File: config.mk
export PLATFORM = sky130hd
export DESIGN_NAME = lsu_ctrl
export DESIGN_NICKNAME = d
export VERILOG_FILES = /design/src/rtl/lsu_ctrl.sv
export SDC_FILE = /design/constraint.sdc
export NUM_CORES = 1
export LEC_CHECK = 0
export BUFFER_PORTS_ARGS = -buffer_cell sky130_fd_sc_hd__buf_2
export CAP_MARGIN = 10
export CORE_MARGIN = 10
export CORE_UTILIZATION = 42
export DETAILED_ROUTE_END_ITERATION = 16
export PLACE_DENSITY_LB_ADDON = 0.08
export REMOVE_ABC_BUFFERS = 1
export SYNTH_ARGS = -nofsm -noshare
export SYNTH_HDL_FRONTEND = slang
export SYNTH_SLANG_ARGS = --single-unit
File: constraint.sdc
create_clock -name clk -period 1.6 [get_ports clk]
set_input_delay 0.16 -clock clk [delete_from_list [all_inputs] [get_ports clk]]
set_output_delay 0.16 -clock clk [all_outputs]
set_load 0.03 [all_outputs]
File: src/rtl/lsu_ctrl.sv
// Load/store initiator between execute stage and byte-addressed data memory.
// Optional LSU_MISALIGN_SPLIT_EN splits misaligned h/w accesses into byte beats.
module lsu_ctrl #(
    parameter logic [31:0] ERR_DATA = 32'hDEADC0DE
) (
    input  logic        clk,
    input  logic        rstN,
    input  logic        reqValid,
    output logic        reqReady,
    input  logic        reqWe,
    input  logic [2:0]  reqSize,
    input  logic [31:0] reqAddr,
    input  logic [31:0] reqWData,
    output logic        respValid,
    output logic [31:0] respData,
    output logic        respErr,
    output logic [31:0] memAddr,
    output logic [31:0] memWData,
    output logic [2:0]  memSize,
    output logic        memWEn,
    input  logic [31:0] memRData
);

`ifdef LSU_MISALIGN_SPLIT_EN
    typedef enum logic [1:0] {IDLE, ACCESS, ERROR, SPLIT} state_t;
`else
    typedef enum logic [1:0] {IDLE, ACCESS, ERROR} state_t;
`endif

    state_t      state, stateNext;
    logic        weR;
    logic [2:0]  sizeR;
    logic [31:0] addrR;
    logic [31:0] wdataR;
    logic        legal, aligned;
    logic        done, doneErr;
    logic [31:0] loadRaw;
`ifdef LSU_MISALIGN_SPLIT_EN
    logic [1:0]  beat;
    logic [31:0] asmData, asmNext;
    logic        lastBeat;
`endif

    function automatic logic [31:0] extend(input logic [2:0] size, input logic [31:0] raw);
        case (size)
            3'b000:  return {{24{raw[7]}}, raw[7:0]};
            3'b001:  return {{16{raw[15]}}, raw[15:0]};
            3'b100:  return {24'd0, raw[7:0]};
            3'b101:  return {16'd0, raw[15:0]};
            default: return raw;
        endcase
    endfunction

    assign reqReady = (state == IDLE);
    assign legal    = reqWe ? (reqSize == 3'b000 || reqSize == 3'b001 || reqSize == 3'b010)
                            : (reqSize == 3'b000 || reqSize == 3'b001 || reqSize == 3'b010 ||
                               reqSize == 3'b100 || reqSize == 3'b101);
    assign aligned  = (reqSize[1:0] == 2'b01) ? !reqAddr[0] :
                      (reqSize[1:0] == 2'b10) ? (reqAddr[1:0] == 2'b00) : 1'b1;
`ifdef LSU_MISALIGN_SPLIT_EN
    assign lastBeat = (beat == (sizeR[1] ? 2'd3 : 2'd1));
`endif

    // Write enable is gated by rstN so a reset asserted mid-access suppresses the pending beat.
    always_comb begin
        stateNext = state;
        memAddr   = 32'd0;
        memWData  = 32'd0;
        memSize   = 3'b010;
        memWEn    = 1'b0;
        done      = 1'b0;
        doneErr   = 1'b0;
        loadRaw   = memRData;
`ifdef LSU_MISALIGN_SPLIT_EN
        asmNext   = asmData;
        asmNext[{beat, 3'b000} +: 8] = memRData[7:0];
`endif
        unique case (state)
            IDLE: begin
                if (reqValid) begin
                    if (!legal)
                        stateNext = ERROR;
                    else if (aligned)
                        stateNext = ACCESS;
                    else
`ifdef LSU_MISALIGN_SPLIT_EN
                        stateNext = SPLIT;
`else
                        stateNext = ERROR;
`endif
                end
            end
            ACCESS: begin
                memAddr   = addrR;
                memSize   = sizeR;
                memWData  = wdataR;
                memWEn    = weR && rstN;
                done      = 1'b1;
                stateNext = IDLE;
            end
`ifdef LSU_MISALIGN_SPLIT_EN
            SPLIT: begin
                memAddr  = addrR + {30'd0, beat};
                memSize  = weR ? 3'b000 : 3'b100;
                memWData = {24'd0, wdataR[{beat, 3'b000} +: 8]};
                memWEn   = weR && rstN;
                loadRaw  = asmNext;
                if (lastBeat) begin
                    done      = 1'b1;
                    stateNext = IDLE;
                end
            end
`endif
            ERROR: begin
                done      = 1'b1;
                doneErr   = 1'b1;
                stateNext = IDLE;
            end
            default: stateNext = IDLE;
        endcase
    end

    // Request capture, beat sequencing and the registered completion pulse.
    always_ff @(posedge clk) begin
        if (!rstN) begin
            state     <= IDLE;
            respValid <= 1'b0;
            respData  <= 32'd0;
            respErr   <= 1'b0;
            weR       <= 1'b0;
            sizeR     <= 3'b000;
            addrR     <= 32'd0;
            wdataR    <= 32'd0;
`ifdef LSU_MISALIGN_SPLIT_EN
            beat      <= 2'd0;
            asmData   <= 32'd0;
`endif
        end else begin
            state     <= stateNext;
            respValid <= done;
            if (done) begin
                respErr  <= doneErr;
                respData <= doneErr ? ERR_DATA : (weR ? 32'd0 : extend(sizeR, loadRaw));
            end
            if (reqValid && reqReady) begin
                weR    <= reqWe;
                sizeR  <= reqSize;
                addrR  <= reqAddr;
                wdataR <= reqWData;
`ifdef LSU_MISALIGN_SPLIT_EN
                beat    <= 2'd0;
                asmData <= 32'd0;
            end else if (state == SPLIT) begin
                beat    <= beat + 2'd1;
                asmData <= asmNext;
`endif
            end
        end
    end

endmodule

==> results.cfg <==
[global_route]
grt_usage_pct = 17.44
antenna_found_initial = 0
grt_overflow = 0
grt_pass1_wl_microns = 21270
grt_pass1_vias = 4164
grt_max_degree = 62

[critical_path]
critical_path_class = reg -> out
worstPathArrival_ps = 1520
startpoint = state[1]$_SDFFE_PN0P_
slowest_stage = dfxtp_2
cp_cell_sequence = inv_2, buf_6, ha_4, buf_12, and2_1, buf_6
critPathCaptureType = primary output
start_kind = flop
cp_max_fo = 26
critical_path.most_common_cell = buf_6
cpPeakStageDelay_ps = 340
cp_data_required_time_ps = 1440
timing.rr.start = state[1]$_SDFFE_PN0P_

[floorplanning]
die_h_microns = 122.7
initial_core_util_pct = 43.08
io_pins = 206
die_w_microns = 122.7
num_rows = 37
dieArea_sq_mm = 0.01505
coreArea_sq_mm = 0.01028

[yosys]
syn_inst = 546
ys.warnings.count = 0
yosysTopAreaCell = dfxtp_1
synth_top_area_share_pct = 47.02
synthTopCellsByArea = dfxtp_1 47%, nand2_1 14%, a21boi_0 12%, and2_1 9.6%, a311oi_1 2.2%
synth_area_sq_mm = 0.004428
synth-edff-count = 0
postSynth.asyncResetShare_pct = 0
synthDistinctLibCells = 32
synth_commonest_cells = 167 x nand2_1, 104 x dfxtp_1, 70 x a21boi_0
syn_avg_cell_area_sq_um = 8.110
ys_ff_latch = 104
yosysSeqAreaShare_pct = 47.02
synthFlopType = dfxtp_1
synth_most_common_cell = nand2_1

[sta]
hold_viol = 0
timing.fmax_ghz = 0.5960
slew_headroom_pct = 63.96
finalSetupTns_ps = -3842
rsz0062_at_grt = yes
whs_ps = 40.83
layout_min_cycle_time_ps = 1678
worst_slack_ps = -77.89
fin_crit_sh_pct = 104.9
worstMarginPinSlew_ps = 540.6
finClkSkew_ps = 13.75
drv_slew = 0
finalSetupViolations = 71

[route]
dr.pass1.iters = 4
antenna_left = 0
first_iter_violations = 257
routedWlPerCell_microns = 15.78
drc = 0
via_count = 4272
wirelength_microns = 14030
drt-vias-per-instance = 4.805

[clocking]
cts_root_buf = clkbuf_8
cts.sink_count = 104
numCtsBuffers = 9
clk_latency_ps = 360
cts-htree-levels = 3
path_clk_slew_ps = 100
ctsHoldBuffers = 0
clockBufferDepth = 2
cts_tree = yes

[cells_and_area]
fin_nets = 855
layout-drive-gt1-share_pct = 41.17
postLayoutCellArea_sq_mm = 0.006585
layout.cells.non_filler = 889
area_delta_synth_final_pct = 48.71
diodes = 0

[run_status]
failed_checks = setup timing
status = complete, but fails checks

[placed_design]
gp_congestion = 0.7616
dp.final_hpwl_microns = 9903
placed_area_sq_mm = 0.005672
numPortBuffers = 205
dp_cells = 866

[worst_hold_path]
hold_class = in -> reg
hp-start = memRData[1]

[power]
ir_drop_uv = 526.4
p_total_mw = 6.013
pwr_density_cell_mw_per_mm2 = 913.1
p_leak_nw = 2.935

[flow_run]
cap_violations = 0
-- cells by family (layout without fill, tap and decap cells) --
kind of cell / after synthesis / in the layout / share of synthesized area, %
AOI/OAI and AO/OA: 116 / 116 / 18.62
adders and majority gates: 3 / 3 / 0.8478
buffers and inverters: 46 / 253 / 4.464
DFF: 104 / 104 / 47.02
muxes: 2 / 2 / 0.4804
and+or+nand+nor: 275 / 275 / 28.57
-- final timing paths --
check	end	slack, ps	cells after the start
setup / recovery	memAddr[26]	-80	6
hold / removal	respData[1]$_SDFFE_PN0P_	40	3
setup reg to reg	respData[17]$_SDFFE_PN0P_	-40	6
hold reg to reg	respData[10]$_SDFFE_PN0P_	450	2
-- sequential cells by signal, summed over array words and instances (netlist names) --
register,flops
wdataR,32
respErr,1
weR,1
sizeR,3
respValid,1
addrR,32
respData,32
state,2
-- stage by stage --
step / setup WS (ps) / utilization [%]
global route: -156.9 / 64.07
global placement: -106.0 / 55.19
finish: -77.89 / 64.07
floorplan: -789.2 / -
CTS: -101.6 / 62.87
detailed placement: -185.5 / 55.19
-- metal layers --
layer  track usage [%]  part of all wire (%)
met5                 0                     0
met2             29.25                    49
met3             6.979                   9.6
met1             20.08                    41
met4             5.007                   1.1
-- worst max-delay path, delay by kind of cell, from the launching register on --
kind                     cells  cell delay [ps]
adder cells (fa/ha/maj)      1              200
buffers and inverters        4              450
flip-flops                   1              340
AND/OR/NAND/NOR              1              170
-- power breakdown --
group	total (mW)	internal, mW	switching, mW
logic	1.47	0.600	0.872
clock network	1.62	0.727	0.889
registers	2.93	2.81	0.112
-- area by class of cell --
cell class / instances / area, sq um
fill: 917 / 3692
multi-input combinational: 396 / 2335
sequential: 104 / 2085
timing repair buffer: 235 / 1798
tap: 136 / 170.2
clock buffer: 11 / 131.4
clock inverter: 4 / 55.05
inverter: 3 / 11.26
-- what timing repair did --
| action | in CTS | in global routing |
|---|---|---|
| cloned | 1 | 1 |
| gates resized for setup | 176 | 33 |
| setup buffers | 4 | 2 |
| pin swaps | 8 | 7 |
| setup endpoints to repair | 86 | 88 |
-- layout by cell type, fill, tap and decap left out, types with 2 or more instances in the layout --
cell,instances
nand2_1,166
buf_2,137
dfxtp_1,102
buf_6,73
a21boi_0,70
and2_4,43
and2_1,24
nor2_1,23
buf_4,17
a21oi_1,14
a311oi_1,11
clkbuf_8,9
o21ai_0,6
buf_12,6
o211ai_1,4
o21ai_2,3
nand2b_1,3
nand3_1,3
o21ai_1,3
nand2b_4,2
inv_1,2
a211oi_1,2
ha_4,2
clkbuf_1,2
dfxtp_2,2
(Power assumes the default switching activity.)
